===== src/rtl/pixel_stream_out_pkg.sv =====
// Shared types and helpers for the pixel output path (also used by the ray generator).
package pixel_stream_out_pkg;

  // Packed pixel as produced by the shading stage: {R, G, B}.
  typedef struct packed {
    logic [7:0] r;
    logic [7:0] g;
    logic [7:0] b;
  } rgb_t;

  // Default raster size, shared with the ray generator's coordinate counters.
  localparam int unsigned H_RES_DEFAULT = 640;
  localparam int unsigned V_RES_DEFAULT = 480;

  // Occupancy of the single output beat register.
  typedef enum logic {
    STG_EMPTY = 1'b0,
    STG_FULL  = 1'b1
  } out_stage_t;

  // Width needed to count 0..n-1 (at least one bit).
  function automatic int unsigned cnt_width(input int unsigned n);
    return (n > 1) ? $clog2(n) : 1;
  endfunction

  // True when the number of free slots no longer covers the in-flight margin.
  function automatic logic below_margin(input int unsigned free_slots,
                                        input int unsigned margin);
    return free_slots < margin;
  endfunction

endpackage


===== src/rtl/pixel_stream_out_fifo.sv =====
// Synchronous FIFO with registered storage and an exact occupancy count.
// The head entry is presented straight from the storage registers so the
// consumer's own register forms the read stage without an extra cycle.
// A push into a full FIFO is accepted when a pop happens in the same cycle.
module sync_fifo
  import pixel_stream_out_pkg::*;
#(
  parameter int unsigned WIDTH = 24,
  parameter int unsigned DEPTH = 16
) (
  input  logic                     clk,
  input  logic                     rst,
  input  logic                     push,
  input  logic [WIDTH-1:0]         wr_data,
  input  logic                     pop,
  output logic [WIDTH-1:0]         rd_data,
  output logic                     full,
  output logic                     empty,
  output logic [$clog2(DEPTH):0]   count
);

  localparam int unsigned AW = $clog2(DEPTH);
  localparam int unsigned CW = AW + 1;

  logic [WIDTH-1:0] mem [DEPTH];
  logic [AW-1:0]    wr_ptr;
  logic [AW-1:0]    rd_ptr;
  logic [CW-1:0]    count_q;
  logic             wr_en;
  logic             rd_en;

  assign full    = (count_q == CW'(DEPTH));
  assign empty   = (count_q == '0);
  assign rd_en   = pop && !empty;
  assign wr_en   = push && (!full || rd_en);
  assign rd_data = mem[rd_ptr];
  assign count   = count_q;

  // Storage write; contents need no reset since occupancy is tracked by count.
  always_ff @(posedge clk) begin
    if (wr_en) begin
      mem[wr_ptr] <= wr_data;
    end
  end

  // Pointers wrap naturally; count tracks writes minus reads.
  always_ff @(posedge clk) begin
    if (!rst) begin
      wr_ptr  <= '0;
      rd_ptr  <= '0;
      count_q <= '0;
    end else begin
      if (wr_en) begin
        wr_ptr <= wr_ptr + 1'b1;
      end
      if (rd_en) begin
        rd_ptr <= rd_ptr + 1'b1;
      end
      unique case ({wr_en, rd_en})
        2'b10:   count_q <= count_q + 1'b1;
        2'b01:   count_q <= count_q - 1'b1;
        default: count_q <= count_q;
      endcase
    end
  end

endmodule


===== src/rtl/pixel_stream_out.sv =====
// Sink of the shading pipeline: buffers pixels and emits them as an
// AXI4-Stream video stream with tuser = start of frame, tlast = end of line.
module pixel_stream_out
  import pixel_stream_out_pkg::*;
#(
  parameter int unsigned OUT_WIDTH  = 24,
  parameter int unsigned H_RES      = H_RES_DEFAULT,
  parameter int unsigned V_RES      = V_RES_DEFAULT,
  parameter int unsigned FIFO_DEPTH = 16,
  parameter int unsigned AF_MARGIN  = 6
) (
  input  logic                 clk,
  input  logic                 rst,
  input  logic                 valid_in,
  input  logic [OUT_WIDTH-1:0] shade_in,
  output logic                 almost_full,
  output logic                 overflow,
  output logic [OUT_WIDTH-1:0] m_axis_tdata,
  output logic                 m_axis_tvalid,
  input  logic                 m_axis_tready,
  output logic                 m_axis_tuser,
  output logic                 m_axis_tlast,
  output logic                 frame_done
);

  localparam int unsigned XW = cnt_width(H_RES);
  localparam int unsigned YW = cnt_width(V_RES);
  localparam int unsigned CW = $clog2(FIFO_DEPTH) + 1;
  localparam logic [XW-1:0] X_LAST = XW'(H_RES - 1);
  localparam logic [YW-1:0] Y_LAST = YW'(V_RES - 1);

  logic [OUT_WIDTH-1:0] fifo_head;
  logic                 fifo_full;
  logic                 fifo_empty;
  logic [CW-1:0]        fifo_count;

  out_stage_t           stage_q;
  out_stage_t           stage_d;
  logic                 handshake;
  logic                 load;
  logic                 drop;

  logic [XW-1:0]        x_q;
  logic [YW-1:0]        y_q;
  logic                 at_origin;
  logic                 at_eol;
  logic                 at_eof;

  logic [OUT_WIDTH-1:0] tdata_q;
  logic                 tuser_q;
  logic                 tlast_q;
  logic                 eof_q;
  logic                 overflow_q;
  logic                 almost_full_q;
  logic                 frame_done_q;
  logic                 af_next;

  assign m_axis_tvalid = (stage_q == STG_FULL);
  assign handshake     = m_axis_tvalid && m_axis_tready;
  // Refill whenever the beat register is free or being consumed this cycle.
  assign load          = !fifo_empty && (!m_axis_tvalid || m_axis_tready);
  assign drop          = valid_in && fifo_full && !load;

  assign at_origin = (x_q == '0) && (y_q == '0);
  assign at_eol    = (x_q == X_LAST);
  assign at_eof    = at_eol && (y_q == Y_LAST);

  assign af_next = below_margin(FIFO_DEPTH - 32'(fifo_count), AF_MARGIN);

  assign m_axis_tdata = tdata_q;
  assign m_axis_tuser = tuser_q;
  assign m_axis_tlast = tlast_q;
  assign overflow     = overflow_q;
  assign almost_full  = almost_full_q;
  assign frame_done   = frame_done_q;

  sync_fifo #(
    .WIDTH (OUT_WIDTH),
    .DEPTH (FIFO_DEPTH)
  ) u_fifo (
    .clk     (clk),
    .rst     (rst),
    .push    (valid_in),
    .wr_data (shade_in),
    .pop     (load),
    .rd_data (fifo_head),
    .full    (fifo_full),
    .empty   (fifo_empty),
    .count   (fifo_count)
  );

  // Beat register occupancy: next state.
  always_comb begin
    stage_d = stage_q;
    if (stage_q == STG_EMPTY) begin
      if (load) begin
        stage_d = STG_FULL;
      end
    end else begin
      if (handshake && !load) begin
        stage_d = STG_EMPTY;
      end
    end
  end

  // Beat register occupancy: state register.
  always_ff @(posedge clk) begin
    if (!rst) begin
      stage_q <= STG_EMPTY;
    end else begin
      stage_q <= stage_d;
    end
  end

  // Beat payload and framing; only changes on load, so it is stable while stalled.
  always_ff @(posedge clk) begin
    if (!rst) begin
      tdata_q <= '0;
      tuser_q <= 1'b0;
      tlast_q <= 1'b0;
      eof_q   <= 1'b0;
    end else if (load) begin
      tdata_q <= fifo_head;
      tuser_q <= at_origin;
      tlast_q <= at_eol;
      eof_q   <= at_eof;
    end
  end

  // Raster position of the pixel being loaded next.
  always_ff @(posedge clk) begin
    if (!rst) begin
      x_q <= '0;
      y_q <= '0;
    end else if (load) begin
      if (at_eol) begin
        x_q <= '0;
        y_q <= (y_q == Y_LAST) ? '0 : y_q + 1'b1;
      end else begin
        x_q <= x_q + 1'b1;
      end
    end
  end

  // Status: sticky overflow, registered almost_full, end-of-frame pulse.
  always_ff @(posedge clk) begin
    if (!rst) begin
      overflow_q    <= 1'b0;
      almost_full_q <= 1'b0;
      frame_done_q  <= 1'b0;
    end else begin
      if (drop) begin
        overflow_q <= 1'b1;
      end
      almost_full_q <= af_next;
      frame_done_q  <= handshake && eof_q;
    end
  end

endmodule


===== config.mk =====
export PLATFORM = sky130hd
export DESIGN_NAME = pixel_stream_out
export DESIGN_NICKNAME = d
export VERILOG_FILES = /design/src/rtl/pixel_stream_out_pkg.sv /design/src/rtl/pixel_stream_out_fifo.sv /design/src/rtl/pixel_stream_out.sv
export SDC_FILE = /design/constraint.sdc
export NUM_CORES = 1
export LEC_CHECK = 0
export CAP_MARGIN = 20
export CORE_MARGIN = 2
export CORE_UTILIZATION = 68
export CTS_BUF_LIST = sky130_fd_sc_hd__clkbuf_8
export CTS_CLUSTER_DIAMETER = 50
export DETAILED_ROUTE_END_ITERATION = 12
export PLACE_DENSITY = 0.9
export SYNTH_ARGS = -nofsm -noshare
export SYNTH_HDL_FRONTEND = slang
export SYNTH_SLANG_ARGS = --single-unit

===== constraint.sdc =====
create_clock -name clk -period 9.07 [get_ports clk]
set_clock_uncertainty 0.1 [all_clocks]
set_input_delay 1.814 -clock clk [delete_from_list [all_inputs] [get_ports clk]]
set_output_delay 1.814 -clock clk [all_outputs]
set_load 0.005 [all_outputs]

## Word level (Yosys, flattened, before mapping)

Memories as Yosys holds them, arrays and structs flattened. A register that Yosys moved wholly into a read port is not among the register bits.
Index checks and enable logic that the tools add are counted.

| operators by class | value |
|---|---|
| eq/ne operators | 5 |
| order comparisons | 1 |
| muxes and demuxes | 8 |
| reduce and logical (&&, ||, !) cells | 22 |
| add/subtract/negate cells | 7 |

Operators with widths:

| kind | count |
|---|---|
| 32-bit by 3-bit < comparator with 1-bit output (second input constant) | 1 |
| 10-bit by 1-bit adder with 10-bit output (second input constant) | 1 |
| 10-bit == test (second input constant) | 1 |
| 1-bit logical AND | 10 |
| 10-bit zero test | 1 |
| 10-bit 2-to-1 mux | 1 |
| 5-bit one-hot mux with 2 select lines | 1 |
| 9-bit by 1-bit adder with 9-bit output (second input constant) | 1 |
| 9-bit == test (second input constant) | 1 |
| 9-bit zero test | 1 |
| 9-bit 2-to-1 mux | 1 |
| 4-bit by 1-bit adder with 4-bit output (second input constant) | 2 |
| 5-bit by 5-bit subtractor with 6-bit output (first input constant) | 1 |
| 5-bit by 1-bit adder with 5-bit output (second input constant) | 1 |
| 5-bit == test (second input constant) | 1 |
| 1-bit zero test | 5 |
| 5-bit zero test | 1 |
| 1-bit 2-to-1 mux | 5 |
| 5-bit by 1-bit subtractor with 5-bit output (second input constant) | 1 |
| 2-bit by 1-bit == test with 1-bit output (second input constant) | 1 |
| 2-bit == test (second input constant) | 1 |
| 1-bit logical OR | 2 |
| 2-bit AND reduction | 1 |
| 2-bit nonzero test | 1 |

| word-level totals | value |
|---|---|
| logic and storage cells | 56 |
| input port bits | 28 |
| bits in registers | 39 |
| memory bits (writable) | 384 |
| memories kept | 1 |

Memory list:

| name | depth | bits a word | rd ports | clocked after Yosys merged registers in | wr ports | RTL line | RTL |
|---|---|---|---|---|---|---|---|
| u_fifo.mem | 16 | 24 | 1 | 1 | 1 | pixel_stream_out_fifo.sv:25 | `logic [WIDTH-1:0] mem [DEPTH];` |

## Depth between registers and ports, before layout

Gate-level depths: netlist (run 1).

| logic depth | value |
|---|---|
| word-level depth | 8 |
| mapped depth | 12 |
| depth with buffers taken out | 12 |

## By module

From an unflattened synthesis (run 1), not the netlist that was laid out.

| second synthesis, totals | value |
|---|---|
| cells, all modules | 981 |
| area total of the unflattened synthesis | 17568.1 um^2 |

Modules (own cells, without submodules):

| module | area an instance (um^2) | times used | seq. area each (um^2) | cells each |
|---|---|---|---|---|
| sync_fifo | 15411.0 | 1 | 11871.4 | 713 |
| pixel_stream_out | 2157.1 | 1 | 1001.0 | 268 |

## Worst setup path before layout (run 1)

Ideal clock, no wire load.

| timing | value |
|---|---|
| path kind | input port to flip-flop |
| from | input m_axis_tready |
| to | memory u_fifo.mem[0][0] (enable) |
| arrival time | 4.289 ns |
| slack | 4.246 ns |
| buffers on the path | 1 |
| cell stages on the path | 6 |
| setup time | 0.435 ns |
| cell sequence | nor2b_1 -> o21ai_0 -> and2_1 -> clkbuf_1 -> nand2_1 -> nor3_1 |

| between the ends | value |
|---|---|
| cells in the longest elaborated chain, start to end | 7 |

Ends and longest elaborated chain:

| item | RTL line | RTL |
|---|---|---|
| from (decl) | pixel_stream_out.sv:20 | `input logic m_axis_tready,` |
| 1-bit logical OR | pixel_stream_out.sv:61 | `assign load = !fifo_empty && (!m_axis_tvalid \|\| m_axis_tready);` |
| 1-bit logical AND | pixel_stream_out.sv:61 |  |
| 1-bit logical AND | pixel_stream_out_fifo.sv:34 | `assign rd_en = pop && !empty;` |
| 1-bit logical OR | pixel_stream_out_fifo.sv:35 | `assign wr_en = push && (!full \|\| rd_en);` |
| 1-bit logical AND | pixel_stream_out_fifo.sv:35 |  |
| 1-bit 2-to-1 mux | pixel_stream_out_fifo.sv:41 | `if (wr_en) begin` |
| 1-bit 2-to-1 mux (implied by the code) | pixel_stream_out_fifo.sv:42 | `mem[wr_ptr] <= wr_data;` |
| to (decl) | pixel_stream_out_fifo.sv:25 |  |

Every way passes these cells.

## Final worst setup path (run 1)

| timing | value |
|---|---|
| from | input rst |
| to | register tdata_q[4], in the netlist m_axis_tdata[4], read port of u_fifo.mem |

| between the ends | value |
|---|---|
| cells in the longest elaborated chain, start to end | 1 |

Ends and longest elaborated chain:

| item | RTL line | RTL |
|---|---|---|
| from (decl) | pixel_stream_out.sv:13 | `input logic rst,` |
| 1-bit zero test (no source line) | n/a |  |
| to (decl) | pixel_stream_out.sv:49 | `logic [OUT_WIDTH-1:0] tdata_q;` |

Every way passes these cells.
A chain may end at the register's enable or synchronous reset.

==> results.md, run 1 <==
- Status: completed
- Mapped Area: ~0.017 mm2
- Die Width: ~160 um
- DR top layer: met4
- Drt first pass iters: 5
- Worst setup EP type: flip-flop
- Power density over the cells: 260 mW/mm2
- Final hold slack: ~0.37 ns
- Final Setup Violations: 0
- Worst R2R Path Depth: 8
- Maxcap violations: 0
- Synth cell types: 46
- Setup TNS: 0 ns
- Flop2flop setup slack: between 5 and 6 ns
- Pin count of the biggest net entering global routing: between 60 and 70
- Hold_sp: eof_q
- Worst path bufs/invs: 3
- Rel. slew slack: between 20% and 30%
- Post-layout instance area: about 0.02 mm2
- Type of the most critical hold path: reg -> reg
- Synth Warn #: 0
- Met3 WL: between 3 and 4 mm
- Deepest clock path buffer count: 3
- Final design utilization: roughly 78%
- Final worst-path cycle share: 47.0%
- Core Area: around 0.025 mm2
- H-tree levels: 3
- Initial antenna violation count: 0
- Final min period: roughly 4.3 ns
- Reg-to-reg endpoint: u_fifo.mem[14][7]
- Vias in the first global route: 9284
- Post-Synthesis Cells: roughly 910
- Vias post-DR: about 9200
- FFs w/ async S/R, synth: 0%
- Number of flops mapped to enable cells by yosys: ~380
- Hold Fails Final Rpt: 0
- Max stage delay on crit path: 0.97 ns
- Io pins: just under 60
- Slew Viols, Final: 0
- Total Nets Final: 1034
- Resized cells post-CTS: 0
- Yosys top cell by area: edfxtp_1
- Hold depth: 2
- Starting DRT DRC Count: about 1100
- Die area: approximately 0.027 mm2
- Final ANT Viol Nets: 0
- Critical path required time: roughly 9.4 ns
- Share of layout cells above drive strength 1: approximately a fifth
- Clock Latency Late Sink: 0.58 ns
- Total chip power: between 5 and 6 mW
- Non-Filler Instances: ~1400
- Ys flop type: edfxtp_1
- # DRC: 0
- Synth Area per Inst: approximately 19 um2
- Wire per inst: about 26 um
- Critical-path cell list: clkdlybuf4s50_1 -> buf_4 -> inv_1 -> or3_1 -> o221ai_1
- CP top delay family: buffers and inverters
- Max FO, Critical Path: 34
- Clk sink count: 447
- Cts hold-fix bufs: 0
- Final worst setup slack: around 4.8 ns
- Leakage power: between 6 and 7 nW
- Yosys reg bits: between 400 and 500
- IO Port Bufs: 57
- RePlAce Congestion: a little under 0.9
- Register area share after synthesis: between 70% and 80%
- Synth top area share: 66.6%
- Met2 wire length: approximately 18 mm
- Post CTS Setup Buffer Count: 0
- FMAX: 0.235 GHz
- RSZ-0062 raised after global routing: no
- Cts bufs inserted: 67
- Worst VDD drop: between 0.15 and 0.2 mV
- Startpoint Class: input pin
- Starting Density: 68.9%
- Crit Path Category: in -> reg
- Dpl ws: 4.24 ns
- CP max-delay cell: or3_1
- Total congestion overflow: 0
- Actual slew at the worst max-slew pin: 1.12 ns
- Die height: around 160 um
- Core Rows: 58
- Post-DP Area: 0.0183 mm2
- Cell count along the critical path: 5
- First-pass GRT wire length: 54.5 mm
- Synth top area cells: edfxtp_1 (67%), mux4_2 (12%), dfxtp_1 (7.3%)
- Reg2reg start: u_fifo.count[0]
- Final HPWL DP: ~21 mm
- Syn Nets: around 950
- M1 WL: between 10 and 15 mm
- Total track usage: roughly 28%
- Final WL: 36.2 mm
- Vias per cell: between 6 and 7
- Hold Path End: eof_q
- N_diodes: 0
- TritonCTS clock tree: built
- Clock Pin Slew Worst Setup and Hold Paths: approximately 0.060 ns
- Area grow syn2layout: 12.5%
- Clk root buf: clkbuf_8
- Critical path arrival: around 4.6 ns
- Cells after DPL: approximately 1300
final cells by class:
type	instances	area, um2
Fill cell	1279	5640
Tap cell	330	413
Timing Repair Buffer	67	653
Clock buffer	74	1020
Sequential cell	447	12800
Inverter	11	41.3
Clock inverter	42	183
Multi-Input combinational cell	398	4360
cell families (layout without fill, tap and decap cells):
| family | after synthesis | after routing | share of synthesized area (%) |
|---|---|---|---|
| AO/OA/AOI/OAI | 57 | 57 | 2.30 |
| flip-flops | 447 | 447 | 73.9 |
| buffers and inverters | 61 | 194 | 1.53 |
| adder cells (fa/ha/maj) | 14 | 14 | 1.01 |
| AND/OR/NAND/NOR | 159 | 159 | 4.74 |
| multiplexers | 148 | 148 | 15.5 |
| XOR/XNOR | 20 | 20 | 1.01 |
power by group:
group | total [mW] | switching (mW) | internal (mW)
clock | 1.48 | 0.726 | 0.750
sequential | 2.52 | 0.157 | 2.36
combinational | 1.06 | 0.545 | 0.519
worst min-delay path, stage by stage (launching register included):
cell     delay [ns]
dfxtp_1        0.31
nand2_1        0.06
a21oi_1        0.06
placed cells by master, fill, tap and decap left out, types with 3 or more instances in the layout:
cell type        synthesis  layout
a21oi_1                 16      16
nor2_1                  37      25
nand4_1                  6       6
nand3_1                 40      40
and3_1                   3       3
a31oi_1                  3       3
nand2_1                 30      30
clkbuf_8                 0      74
nand2b_1                 5       5
buf_4                    3       9
nor4_1                   7       7
nor3_2                   0       4
mux4_2                  96      96
dfxtp_1                 63      60
mux2i_1                 52      52
clkinv_2                 0       6
clkinv_1                 0       7
xnor2_1                  9       9
o221ai_1                24      24
nor3_1                   9       5
dfxtp_4                  0       3
inv_1                   11      37
xor2_1                  11      11
edfxtp_1               384     384
clkdlybuf4s50_1          0      57
o21ai_0                  8       8
nor2_4                   0      12
or3_1                    5       5
nor2b_1                  3       3
ha_1                    14      14
worst max path at each step:
stage                  start               end  slack [ns]
6_report                 rst   m_axis_tdata[4]        4.81
5_1_grt                  rst   m_axis_tdata[4]        4.74
4_1_cts        m_axis_tready   m_axis_tdata[4]        4.80
3_5_place_dp   m_axis_tready   m_axis_tdata[4]        4.24
3_3_place_gp             rst  m_axis_tdata[14]        4.49
2_1_floorplan  m_axis_tready  u_fifo.mem[0][0]        4.25
flip-flops by register name (all words and copies together) (netlist names):
name and cells:
almost_full 1, m_axis_tdata 24, m_axis_tuser 1, m_axis_tvalid 1, u_fifo.mem 384, u_fifo.rd_ptr 4, y_q 9, u_fifo.wr_ptr 4
u_fifo.count 5, eof_q 1, x_q 10, overflow 1, m_axis_tlast 1, frame_done 1
cell usage after synthesis, drive strengths merged (11+ instances only):
cell type,instances
dfxtp,63
nand3,41
clkbuf,27
buf,23
a21oi,16
xor2,11
nor2,37
o221ai,24
mux4,96
inv,11
ha,14
nand2,30
edfxtp,384
mux2i,52
routing by layer:
layer / vias up / track usage [%]
met5: - / 0
met3: 95 / 5.61
met1: 4650 / 38.0
met2: 554 / 46.0
li1: 3859 / -
met4: 0 / 11.9
Power figures use the tool's default switching activity.
==> inputs of run 2 (changes only) <==
- CORE_UTILIZATION: 68 -> 57
- PLACE_DENSITY: 0.9 -> 0.81
- clock period: 9.07 -> 3.7 ns (I/O delays scaled with it)
==> run 2 against run 1 <==
Die area up 19%. Hold slack worse by 0.013 ns. Final area up 2.6%. Largest power group unchanged. Highest routed layer unchanged. Clock-buffer cell count down 5. Critical path depth up 4. Clock power up 150%. Sequential cell count unchanged.
==> results.md, run 2 (synthesis gave the netlist of run 1 again) <==
- Final min period: 3.24 ns
- Critical path required time: 3.87 ns (-5.55 ns)
- Core Rows: 63 (+8.6%)
- Vias in the first global route: 9138 (-1.6%)
- Power density over the cells: 625 mW/mm2 (+140%)
- Initial antenna violation count: 0 (unchanged)
- Final hold slack: 0.361 ns (-0.0126 ns)
- RSZ-0062 raised after global routing: no
- Maxcap violations: 0 (unchanged)
- Cts bufs inserted: 68 (+1.5%)
- Area grow syn2layout: 15.4%
- Total track usage: 23.2% (-5.0 points)
- N_diodes: 0 (unchanged)
- Slew Viols, Final: 0 (unchanged)
- Commonest non-fill, non-tap cell in the layout: edfxtp_1
- Most flops, register: u_fifo.mem
- Total congestion overflow: 0 (unchanged)
- Die height: 178 um (+9.0%)
- RePlAce Congestion: 0.772 (-12%)
- Worst VDD drop: 0.332 mV (+110%)
- Max FO, Critical Path: 24 (-29%)
- Die area: 0.0318 mm2 (+19%)
- First-pass GRT wire length: 53.2 mm (-2.4%)
- Cells after DPL: 1336 (+6.7%)
- Io pins: 58 (unchanged)
- Leakage power: 6.31 nW (+2.3%)
- Starting DRT DRC Count: 811 (-27%)
- IO Port Bufs: 57 (unchanged)
- Pin count of the biggest net entering global routing: 42 (-31%)
- H-tree levels: 3 (unchanged)
- Vias post-DR: 8945 (-2.3%)
- Actual slew at the worst max-slew pin: 0.728 ns (-0.394 ns)
- Post CTS Setup Buffer Count: 0 (unchanged)
- Wire per inst: 24.5 um (-7.5%)
- Total Nets Final: 1059 (+2.4%)
- Final Setup Violations: 0 (unchanged)
- FMAX: a little over 0.3 GHz
- Clk root buf: clkbuf_8
- Worst setup EP type: flip-flop
- Final worst-path cycle share: just under 90%
- # DRC: 0 (unchanged)
- TritonCTS clock tree: built
- Share of layout cells above drive strength 1: 22.0% (+1.4 points)
- Final ANT Viol Nets: 0 (unchanged)
- Final HPWL DP: 21.4 mm (+0.12%)
- Setup TNS: 0 ns (unchanged)
- Final WL: 35.6 mm (-1.7%)
- Number of flip-flops in the largest register: 384 (unchanged)
- Clock Pin Slew Worst Setup and Hold Paths: 0.06 ns (about the same)
- Type of the most critical hold path: reg -> reg
- Final design utilization: 67.1% (-11 points)
- Deepest clock path buffer count: 3 (unchanged)
- Critical path arrival: 3.40 ns (-1.21 ns)
- Rel. slew slack: 51.3% (+26 points)
- Drt first pass iters: 5 (unchanged)
- Vias per cell: 6.14 (-8.2%)
- Status: completed
- Cts hold-fix bufs: 0 (unchanged)
- Crit Path Category: reg -> reg
- Most used cells in the layout excluding fill and tap cells: edfxtp_1 (384), mux4_2 (96), clkbuf_8 (69)
- Startpoint Class: flip-flop
- Hold Fails Final Rpt: 0 (unchanged)
- # fillers: 1873 (+46%)
- Resized cells post-CTS: 0 (unchanged)
- Starting Density: 58.1% (-11 points)
- Non-Filler Instances: 1456 (+6.4%)
- Core Area: 0.0298 mm2 (+19%)
- Die Width: 178 um (+9.0%)
- Clock Latency Late Sink: 0.60 ns (+0.02 ns)
- Clk sink count: 447 (unchanged)
[run 2: changes by cell type in the layout (fill, tap and decap cells not counted), moves of 2 or more]
cell / previous run / this run
clkbuf_8: 74 / 69
nor3_4: 0 / 4
clkinv_1: 7 / 15
buf_12: 0 / 17
clkinv_2: 6 / 2
buf_4: 9 / 16
clkinvlp_4: 0 / 2
nor3_2: 4 / 0
[run 2: area by class of cell]
cell class / count / area [um2] / share of cell area (%)
sequential: 447 / 12800 / 64.1
clock inverter: 50 / 262 / 1.31
multi-input combinational: 398 / 4390 / 22.0
inverter: 11 / 41.3 / 0.207
timing repair buffer: 91 / 1050 / 5.24
clock buffer: 69 / 950 / 4.75
tap: 390 / 488 / 2.44
[run 2: final timing paths]
path	startpoint	end	slack (ns)	cells after the start
setup / recovery	u_fifo.count[0]	u_fifo.mem[0][9]	0.46	9
hold / removal	m_axis_tlast	m_axis_tlast	0.36	2
setup reg to reg	u_fifo.count[0]	u_fifo.mem[0][9]	0.46	9
hold reg to reg	m_axis_tlast	m_axis_tlast	0.36	2
[run 2: report_power, final]
part / leakage [nW] / internal (mW) / switching (mW)
clock network: 0.703 / 1.82 / 1.83
logic: 1.62 / 1.35 / 1.39
registers: 3.99 / 5.79 / 0.308
[run 2: routing by layer]
layer | wire length (um) | global-route usage [%] | up-vias
met4 | 751 | 7.55 | 0
met1 | 14400 | 31.6 | 4581
met3 | 2640 | 4.56 | 65
met2 | 17900 | 38.1 | 393
met5 | 0 | 0 | -
li1 | - | - | 3906
[run 2: per-stage QoR]
step	worst slack, ns	total power [mW]	cell area, um2
CTS	0.459	12.6	20000
global route	0.302	13.0	20000
global placement	0.379	8.84	18800
floorplan	0.317	7.87	17300
detailed placement	0.338	8.92	18800
finish	0.464	12.5	20000
[run 2: worst max-delay path, stage by stage, from the launching register on]
cell	delay [ns]
dfxtp_1	0.43
inv_1	0.07
ha_1	0.22
nor3b_1	0.16
ha_1	0.31
o21ai_0	0.53
and2_1	0.33
nand2_1	0.29
nor3_4	0.24
buf_12	0.23
==> inputs of run 3 (changes only) <==
- PLACE_DENSITY: 0.81 -> not set
- PLACE_DENSITY_LB_ADDON: not set -> 0.15
==> run 3 against run 2 <==
Sequential power grew 0.8%. Core utilization rose by 0.49 points. Total power grew 3.4%. Critical path depth grew 1. Sequential share of layout area decreased by 0.46 points. Hold slack lost 0.0017 ns. Global-route usage increased by 0.30 points. Combinational power shrank 3%. Non-clock buffer count increased by 8. Die area did not move. Largest cell class unchanged.
==> results.md, run 3 (synthesis gave the netlist of run 1 again) <==
- Status: completed
- Area grow syn2layout: 16.3%
- Reg2reg start: u_fifo.count[0]
- Cells after DPL: 1345 (+0.67%)
- H-tree levels: 3 (unchanged)
- Worst VDD drop: 0.389 mV (+17%)
- RePlAce Congestion: 0.769 (-0.38%)
- Number of flip-flops in the largest register: 384 (unchanged)
- Hold_sp: eof_q
- Max stage delay on crit path: 0.43 ns (-0.10 ns)
- Maxcap violations: 0 (unchanged)
- Max FO, Critical Path: 18 (-25%)
- Final ANT Viol Nets: 0 (unchanged)
- FMAX: 0.312 GHz (+1.0%)
- Commonest non-fill, non-tap cell in the layout: edfxtp_1
- Cts hold-fix bufs: 0 (unchanged)
- TritonCTS clock tree: built
- Clk sink count: 447 (unchanged)
- Total Nets Final: 1073 (+1.3%)
- IO Port Bufs: 57 (unchanged)
- Non-Filler Instances: 1479 (+1.6%)
- Worst setup EP type: flip-flop
- Hold Fails Final Rpt: 0 (unchanged)
- Final HPWL DP: 21.0 mm (-1.9%)
- Setup TNS: 0 ns (unchanged)
- Startpoint Class: flip-flop
- Clock Pin Slew Worst Setup and Hold Paths: 0.06 ns (about the same)
- RSZ-0062 raised after global routing: no
- Critical-path cell list: inv_1 -> ha_1 -> nor3b_1 -> ha_1 -> o21ai_0 -> buf_4 -> and2_1 -> nand2_1 -> nor3_4 -> buf_4
- Cts bufs inserted: 74 (+8.8%)
- Hold depth: 2 (unchanged)
- Post CTS Setup Buffer Count: 0 (unchanged)
- Rel. slew slack: 35.8% (-15 points)
- Most flops, register: u_fifo.mem
- Pin count of the biggest net entering global routing: 46 (+9.5%)
- Final WL: 35.5 mm (-0.51%)
- Die Width: 178 um (unchanged)
- Starting DRT DRC Count: 748 (-7.8%)
- Critical path arrival: 3.34 ns (-0.06 ns)
- Total chip power: 12.9 mW (+3.4%)
- Total congestion overflow: 0 (unchanged)
- Die area: 0.0318 mm2 (unchanged)
- Worst R2R Path Depth: 10 (+1)
- Power density over the cells: 642 mW/mm2 (+2.7%)
- CP max-delay cell: dfxtp_1
- Flop2flop setup slack: 0.50 ns (+0.03 ns)
- Clock Latency Late Sink: 0.58 ns (-0.02 ns)
- Type of the most critical hold path: reg -> reg
- Share of layout cells above drive strength 1: 24.1% (+2.0 points)
- Starting Density: 58.1% (unchanged)
- Total track usage: 23.5% (+0.30 points)
- N_diodes: 0 (unchanged)
- Wire per inst: 24.0 um (-2.1%)
- Initial antenna violation count: 0 (unchanged)
- # DRC: 0 (unchanged)
- Vias in the first global route: 9012 (-1.4%)
- Clk root buf: clkbuf_8
- Resized cells post-CTS: 0 (unchanged)
- Actual slew at the worst max-slew pin: 0.962 ns (+0.234 ns)
- Leakage power: 6.44 nW (+2.1%)
- Crit Path Category: reg -> reg
- Core Area: 0.0298 mm2 (unchanged)
- Io pins: 58 (unchanged)
- Most used cells in the layout excluding fill and tap cells: edfxtp_1 (384), mux4_2 (96), clkbuf_8 (83)
- Final Setup Violations: 0 (unchanged)
- Final min period: 3.20 ns (-0.0322 ns)
- First-pass GRT wire length: 54.3 mm (+1.9%)
- Final worst-path cycle share: 86.6% (-0.87 points)
- Slew Viols, Final: 0 (unchanged)
- Drt first pass iters: 7 (+2)
- Die height: 178 um (unchanged)
- Vias post-DR: 8810 (-1.5%)
- Deepest clock path buffer count: 3 (unchanged)
- Reg-to-reg endpoint: u_fifo.mem[2][6]
- Vias per cell: 5.96 (-3.0%)
- Critical path required time: 3.83 ns (-0.04 ns)
- Core Rows: 63 (unchanged)
- Hold Path End: eof_q
## run 3: cell count changes in the layout (fill, tap and decap cells not counted), moves of 2 or more
cell        previous run  this run
buf_4                 16        34
clkbuf_8              69        83
buf_12                17         8
clkinv_1              15         9
clkinv_2               2         6
inv_1                 36        39
clkinvlp_4             2         4
## run 3: through the flow
step           util (%)  instance area, um2  hold WS (ns)  worst slack (ns)
2_1_floorplan         -               17300         0.332             0.317
3_3_place_gp       62.8               18700         0.343             0.437
3_5_place_dp       62.8               18700         0.352             0.391
4_1_cts            67.5               20100         0.361             0.450
5_1_grt            67.5               20100         0.385             0.287
6_report           67.5               20100         0.359             0.497
## run 3: routing by layer
metal	wire (um)	part of all wire, %	vias to the layer above	track usage, %
li1	-	-	3941	-
met1	15700	44	4545	33.6
met2	17300	49	260	37.7
met3	1690	4.8	64	3.75
met4	714	2.0	0	7.42
met5	0	0	-	0
## run 3: area by class of cell
cell class / count / area (um2)
Sequential cell: 447 / 12800
Clock inverter: 51 / 279
Timing Repair Buffer: 99 / 981
Tap cell: 390 / 488
Multi-Input combinational cell: 398 / 4390
Clock buffer: 83 / 1140
Inverter: 11 / 41.3
Fill cell: 2008 / 9670
## run 3: worst max-delay path by stage
| stage | end | depth (start not counted) | from |
|---|---|---|---|
| after detailed placement | u_fifo.mem[2][19] | 8 | m_axis_tready |
| after global routing | u_fifo.mem[4][14] | 10 | u_fifo.count[0] |
| after floorplan | u_fifo.mem[12][0] | 9 | u_fifo.count[0] |
| final | u_fifo.mem[2][6] | 10 | u_fifo.count[0] |
| after CTS | u_fifo.mem[2][14] | 10 | u_fifo.count[0] |
| after global placement | u_fifo.mem[2][20] | 8 | m_axis_tready |
## run 3: power breakdown
group | switching, mW | leakage (nW) | internal (mW) | total [mW]
clock | 1.90 | 0.823 | 2.20 | 4.10
sequential | 0.357 | 3.99 | 5.79 | 6.14
combinational | 1.32 | 1.63 | 1.35 | 2.67
## run 3: critical path: cells and delay by family (launching register included)
family                     cells  cell delay, ns
adders and majority gates      2            0.52
DFF                            1            0.43
AOI/OAI and AO/OA              1            0.33
buffers and inverters          3            0.57
and+or+nand+nor                4            0.91
